`src/rtl/alu_op_sequencer.sv`:
```
// alu_op_sequencer
// Drives a combinational ALU from registered operands. A request is taken over
// a valid/ready handshake, the ALU gets one cycle to settle, and the captured
// result is returned over a valid/ready response channel.
//
// Optional build macro: ALU_SEQ_SELF_CHECK_EN
//   defined   - reference model compares the ALU result/zero for defined ops
//               and sets a sticky chk_err on mismatch
//   undefined - chk_err is tied low
//
// Ports
//   clk, rst_n                      clock, async active-low reset
//   req_valid/req_ready             request handshake
//   req_a, req_b, req_op            request operands and control code
//   first_input, second_input,
//   alu_control                     registered ALU drive
//   alu_result, zero                ALU outputs
//   rsp_valid/rsp_ready             response handshake
//   rsp_result, rsp_zero,
//   rsp_illegal                     captured response
//   busy                            not in IDLE
//   chk_err                         sticky self-check mismatch
//
// state  | meaning
// IDLE   | ready for a request, ALU ports hold last operands
// SETTLE | operands applied, ALU settling, result captured at end
// RESP   | response valid, waiting for rsp_ready

module alu_op_sequencer #(
  parameter int DATA_W = 64,
  parameter int CTRL_W = 4
) (
  input  logic              clk,
  input  logic              rst_n,
  input  logic              req_valid,
  output logic              req_ready,
  input  logic [DATA_W-1:0] req_a,
  input  logic [DATA_W-1:0] req_b,
  input  logic [CTRL_W-1:0] req_op,
  output logic [DATA_W-1:0] first_input,
  output logic [DATA_W-1:0] second_input,
  output logic [CTRL_W-1:0] alu_control,
  input  logic [DATA_W-1:0] alu_result,
  input  logic              zero,
  output logic              rsp_valid,
  input  logic              rsp_ready,
  output logic [DATA_W-1:0] rsp_result,
  output logic              rsp_zero,
  output logic              rsp_illegal,
  output logic              busy,
  output logic              chk_err
);

  localparam logic [CTRL_W-1:0] OP_AND = CTRL_W'(4'b0000);
  localparam logic [CTRL_W-1:0] OP_OR  = CTRL_W'(4'b0001);
  localparam logic [CTRL_W-1:0] OP_ADD = CTRL_W'(4'b0010);
  localparam logic [CTRL_W-1:0] OP_SUB = CTRL_W'(4'b0110);

  typedef enum logic [1:0] {
    S_IDLE   = 2'd0,
    S_SETTLE = 2'd1,
    S_RESP   = 2'd2
  } state_t;

  state_t r_state;
  logic   r_illegal;
  logic   w_req_illegal;

  assign w_req_illegal = !((req_op == OP_AND) || (req_op == OP_OR) ||
                           (req_op == OP_ADD) || (req_op == OP_SUB));

  // Gate with rst_n so the handshake is closed while reset is held.
  assign req_ready = rst_n & (r_state == S_IDLE);
  assign busy      = (r_state != S_IDLE);

  always_ff @(posedge clk or negedge rst_n) begin
    if (!rst_n) begin
      r_state      <= S_IDLE;
      first_input  <= '0;
      second_input <= '0;
      alu_control  <= '0;
      r_illegal    <= 1'b0;
      rsp_result   <= '0;
      rsp_zero     <= 1'b0;
      rsp_illegal  <= 1'b0;
      rsp_valid    <= 1'b0;
    end else begin
      case (r_state)
        S_IDLE: begin
          if (req_valid) begin
            first_input  <= req_a;
            second_input <= req_b;
            alu_control  <= req_op;
            r_illegal    <= w_req_illegal;
            r_state      <= S_SETTLE;
          end
        end
        S_SETTLE: begin
          rsp_result  <= alu_result;
          rsp_zero    <= zero;
          rsp_illegal <= r_illegal;
          rsp_valid   <= 1'b1;
          r_state     <= S_RESP;
        end
        S_RESP: begin
          if (rsp_ready) begin
            rsp_valid <= 1'b0;
            r_state   <= S_IDLE;
          end
        end
        default: begin
          rsp_valid <= 1'b0;
          r_state   <= S_IDLE;
        end
      endcase
    end
  end

`ifdef ALU_SEQ_SELF_CHECK_EN
  logic [DATA_W-1:0] w_exp_result;
  logic              r_chk_err;

  always_comb begin
    w_exp_result = '0;
    case (alu_control)
      OP_AND:  w_exp_result = first_input & second_input;
      OP_OR:   w_exp_result = first_input | second_input;
      OP_ADD:  w_exp_result = first_input + second_input;
      OP_SUB:  w_exp_result = first_input - second_input;
      default: w_exp_result = '0;
    endcase
  end

  // Compared at the same edge the result is captured; illegal ops are skipped.
  always_ff @(posedge clk or negedge rst_n) begin
    if (!rst_n) begin
      r_chk_err <= 1'b0;
    end else if ((r_state == S_SETTLE) && !r_illegal) begin
      if ((alu_result != w_exp_result) || (zero != (w_exp_result == '0)))
        r_chk_err <= 1'b1;
    end
  end

  assign chk_err = r_chk_err;
`else
  assign chk_err = 1'b0;
`endif

endmodule

```
`config.mk`:
```
export PLATFORM = sky130hd
export DESIGN_NAME = alu_op_sequencer
export DESIGN_NICKNAME = d
export VERILOG_FILES = /design/src/rtl/alu_op_sequencer.sv
export SDC_FILE = /design/constraint.sdc
export NUM_CORES = 1
export LEC_CHECK = 0
export BUFFER_PORTS_ARGS = -buffer_cell sky130_fd_sc_hd__buf_2
export CAP_MARGIN = 20
export CORE_AREA = 4 4 153 155
export DETAILED_ROUTE_END_ITERATION = 7
export DIE_AREA = 0 0 157 159
export PLACE_DENSITY = 0.68
export SLEW_MARGIN = 20
export SYNTH_ARGS = -nofsm -noshare
export SYNTH_HDL_FRONTEND = slang
export SYNTH_SLANG_ARGS = --single-unit
```
`constraint.sdc`:
```
create_clock -name clk -period 1.43 [get_ports clk]
set_input_delay 0.0715 -clock clk [delete_from_list [all_inputs] [get_ports clk]]
set_output_delay 0.0715 -clock clk [all_outputs]
set_load 0.02 [all_outputs]
```
==> flow_results.org <==
** STA
- Post-route worst setup slack :: -0.2021 ns
- Clock period minus final worst setup slack :: 1.632 ns
- The number of pins exceeding their max-slew limit in the final report is 0.
- In the final timing run, aggregate negative setup slack is -27.82 ns.
- The number of endpoints with negative hold slack in the final report came to 0.
- Setup repair after global routing missed its margin :: true
- Largest clock skew in the final design :: 0.01858 ns
- Highest clock rate :: 612.7 MHz
- Final count of negative-setup-slack endpoints :: 202
- Post-route clock period utilization :: 1.141

** Finish
- The repair_antennas step left the layout with diodes totalling 0.
- Compared with the post-synthesis result, the final layout area differs by 79.22%.
- Share of final-layout standard cells stronger than drive strength 1 :: 0.6249
- Once layout is complete, the cells apart from fillers number 1389.
- The filler cells instantiated in the layout total 1450.
- Fin nets :: 1294
- Measured on the finished design, the core utilization comes to 0.6526.

** Setup path
- Crit end category :: flip-flop
- Highest fanout seen on the critical path :: 7
- Required time of the critical path :: 1.81 ns
- CP Class :: reg -> reg
- At the worst endpoint, the arrival time is 2.01 ns.
- Crit start category :: flip-flop

** Routing
- In the routed design, unresolved DRC markers number 0.
- Length of the first detailed-routing pass in iterations :: 5
- Iter 0 DRT Violations :: 258
- Post-detailed-route count of antenna-violating nets :: 0
- In the final routed layout, each cell accounts on average for 20.98 µm.
- Vias :: 6551
- Wires add up to 29140 µm.
- In the routed layout, each cell is associated on average with a via count of 4.716.

** Power and ir drop
- Net switching fraction of the power :: 0.3720
- Logic gate share of total power :: 0.506
- The share of total power dissipated in the clock network is 0.178.
- VDD IR max :: 1905 µV
- Power density over the cells :: 2332 mW/mm²
- The analysis attributes to cell leakage a power of 7.132 nW.
- Cell internal power was estimated by the tool at 0.02085 W.
- Net switching power :: 0.01235 W
- The share of total power dissipated in sequential elements is 0.316.

** Status
- Status :: finished with violations
- The checks that failed: setup timing.

** Floorplanning
- The die is 159 µm tall.
- Core Box Area :: 0.02182 mm²
- Width of the die :: 157 µm
- Initial core utilization :: 0.3641
- In this run the core area contains 54 standard-cell rows.
- The floorplan step defined a die boundary enclosing 0.02496 mm².
- 403 I/O pins were placed.

** Logic synthesis
- Number of unique standard cell types used by synthesis :: 19
- Gate count after technology mapping :: 436
- Portion of the post-synthesis area used by sequential elements :: 0.6361
- Of the post-synthesis cell area, the dominant cell type holds 0.6361.
- The synthesized design contains 202 register bits.
- Net count after synthesis :: 637
- In the post-synthesis netlist, the biggest area contributors are sky130_fd_sc_hd__dfrtp_1 64%, sky130_fd_sc_hd__mux2_4 17%, sky130_fd_sc_hd__mux2_2 15%.
- Count of synthesis-stage warnings from yosys :: 0
- Top cell type by total area after synthesis :: sky130_fd_sc_hd__dfrtp_1
- A synthesized cell averages 18.23 µm².
- The synthesized netlist occupies a cell area of 0.007946 mm².

** GRT
- Entering global routing, the biggest net connects 89 pins.
- Vias in the first global route :: 7483
- Aggregate global routing overflow :: 0
- Antenna violations before repair :: 0
- All-Layer GR Usage :: 0.2034
- Wire length of the first global-routing pass :: 40720 µm

** Placed design
- Cells after DPL :: 1118
- Placement-stage worst setup slack :: -0.1278 ns
- GPL Wtd Cong :: 0.7878
- Port buffering added 401 buffers.
- The wire-length estimate of the detail-placed layout is 15570 µm.

** Clock tree
- The longest clock path from root to sink contains 3 buffers.
- Clock transition at the registers of the reported paths :: 0.06 ns
- Clock tree synthesis found a total of 202 sinks.
- H-tree lvl count :: 1
- Clock tree from TritonCTS :: built
- Later-pin clock latency in the skew report :: 0.51 ns
- Total clock buffers created by CTS :: 23
- Clock tree root buffer cell :: sky130_fd_sc_hd__clkbuf_16

** Flow run
- Max-capacitance violation count :: 0

** Min path
- Hold Path Class :: in -> async
==> flip-flops by register name (all words and copies together), names as in the netlist <==
| register | count |
|---|---|
| rsp_result | 64 |
| rsp_illegal | 1 |
| r_state | 2 |
| alu_control | 4 |
| second_input | 64 |
| rsp_zero | 1 |
| rsp_valid | 1 |
| r_illegal | 1 |
| first_input | 64 |
==> final timing paths <==
kind | from | to | slack (ns) | cells after the start
hold reg to reg | rsp_valid | rsp_valid | 0.48 | 1
hold / removal | rst_n | rsp_result[35] | 0.04 | 2
min in group clk | alu_result[11] | rsp_result[11] | 0.33 | 3
setup / recovery | r_state[0] | first_input[32] | -0.20 | 6
max in group asynchronous | rst_n | second_input[6] | 0.64 | 3
setup reg to reg | r_state[0] | first_input[32] | -0.20 | 6
==> worst max-delay path: stages (launching register included) <==
cell,delay [ns]
sky130_fd_sc_hd__dfrtp_1,0.38
sky130_fd_sc_hd__buf_6,0.12
sky130_fd_sc_hd__nor3b_4,0.22
sky130_fd_sc_hd__buf_6,0.16
sky130_fd_sc_hd__buf_12,0.15
sky130_fd_sc_hd__clkbuf_16,0.17
sky130_fd_sc_hd__mux2_4,0.30
==> synthesized netlist by cell type <==
cell / instances
sky130_fd_sc_hd__nor4b_1: 1
sky130_fd_sc_hd__buf_8: 7
sky130_fd_sc_hd__conb_1: 1
sky130_fd_sc_hd__inv_1: 1
sky130_fd_sc_hd__nor2_1: 2
sky130_fd_sc_hd__buf_2: 3
sky130_fd_sc_hd__buf_4: 8
sky130_fd_sc_hd__o21a_1: 1
sky130_fd_sc_hd__or2_2: 1
sky130_fd_sc_hd__o21ai_0: 1
sky130_fd_sc_hd__a2bb2oi_1: 1
sky130_fd_sc_hd__a21o_1: 1
sky130_fd_sc_hd__mux2_2: 109
sky130_fd_sc_hd__and2b_4: 1
sky130_fd_sc_hd__nor3b_2: 1
sky130_fd_sc_hd__mux2_4: 89
sky130_fd_sc_hd__mux2i_1: 1
sky130_fd_sc_hd__dfrtp_1: 202
sky130_fd_sc_hd__buf_6: 5
==> cell usage in the layout (no fill, tap or decap), types with 2 or more instances in the layout <==
cell type / count
sky130_fd_sc_hd__buf_2: 398
sky130_fd_sc_hd__dfrtp_1: 202
sky130_fd_sc_hd__dlygate4sd3_1: 200
sky130_fd_sc_hd__mux2_4: 198
sky130_fd_sc_hd__clkbuf_16: 33
sky130_fd_sc_hd__buf_6: 14
sky130_fd_sc_hd__buf_12: 14
sky130_fd_sc_hd__buf_8: 8
sky130_fd_sc_hd__clkbuf_1: 6
sky130_fd_sc_hd__clkbuf_8: 6
sky130_fd_sc_hd__buf_16: 5
sky130_fd_sc_hd__buf_4: 5
sky130_fd_sc_hd__clkinv_2: 3
sky130_fd_sc_hd__bufinv_16: 2
==> logic make-up after synthesis <==
logic type | share of synthesized area
flip-flops | 0.6361
multiplexers | 0.3239
buffers and inverters | 0.03023
AND/OR/NAND/NOR | 0.005669
AO/OA/AOI/OAI | 0.003622
other | 0.0004719
==> repair_timing <==
item,4_1_cts,5_1_grt
hold buffers,200,0
endpoints found under the setup margin,168,202
gates cloned,5,13
setup buffers,7,6
endpoints found under the hold margin,402,0
gates resized for setup,59,101
pin swaps,1,2
==> cell type report <==
cell class,instances,area (µm²),area share
Inverter,1,3.754,0.0002636
Timing Repair Buffer,655,4991,0.3505
Sequential cell,202,5055,0.3549
Multi-Input combinational cell,210,3083,0.2165
Tap cell,280,350.3,0.02460
Clock buffer,34,666.9,0.04683
Clock inverter,7,91.34,0.006414
==> metrics by stage <==
stage	hold WS, ns	power, W	area [µm²]
floorplan	-0.2241	0.01890	7951
global placement	-0.02319	0.02333	10390
detailed placement	-0.02321	0.02362	10390
CTS	0.01827	0.03127	13580
global route	0.03786	0.03460	14240
finish	0.03613	0.03321	14240
==> routing by layer <==
layer / up-vias / part of all wire / global-route usage
met5: - / 0 / 0
met1: 3306 / 0.36 / 0.2253
li1: 2854 / - / -
met4: 0 / 0.036 / 0.07377
met2: 315 / 0.53 / 0.3735
met3: 76 / 0.075 / 0.04974
==> power groups by stage <==
stage                     clock, W  sequential (W)  combinational [W]
after floorplan                  0          0.0138            0.00512
after global placement           0          0.0101             0.0132
after detailed placement         0          0.0102             0.0134
after CTS                  0.00600          0.0102             0.0151
after global routing       0.00625          0.0108             0.0175
final                      0.00593          0.0105             0.0168
No activity file was read; power rests on OpenSTA's default activity.
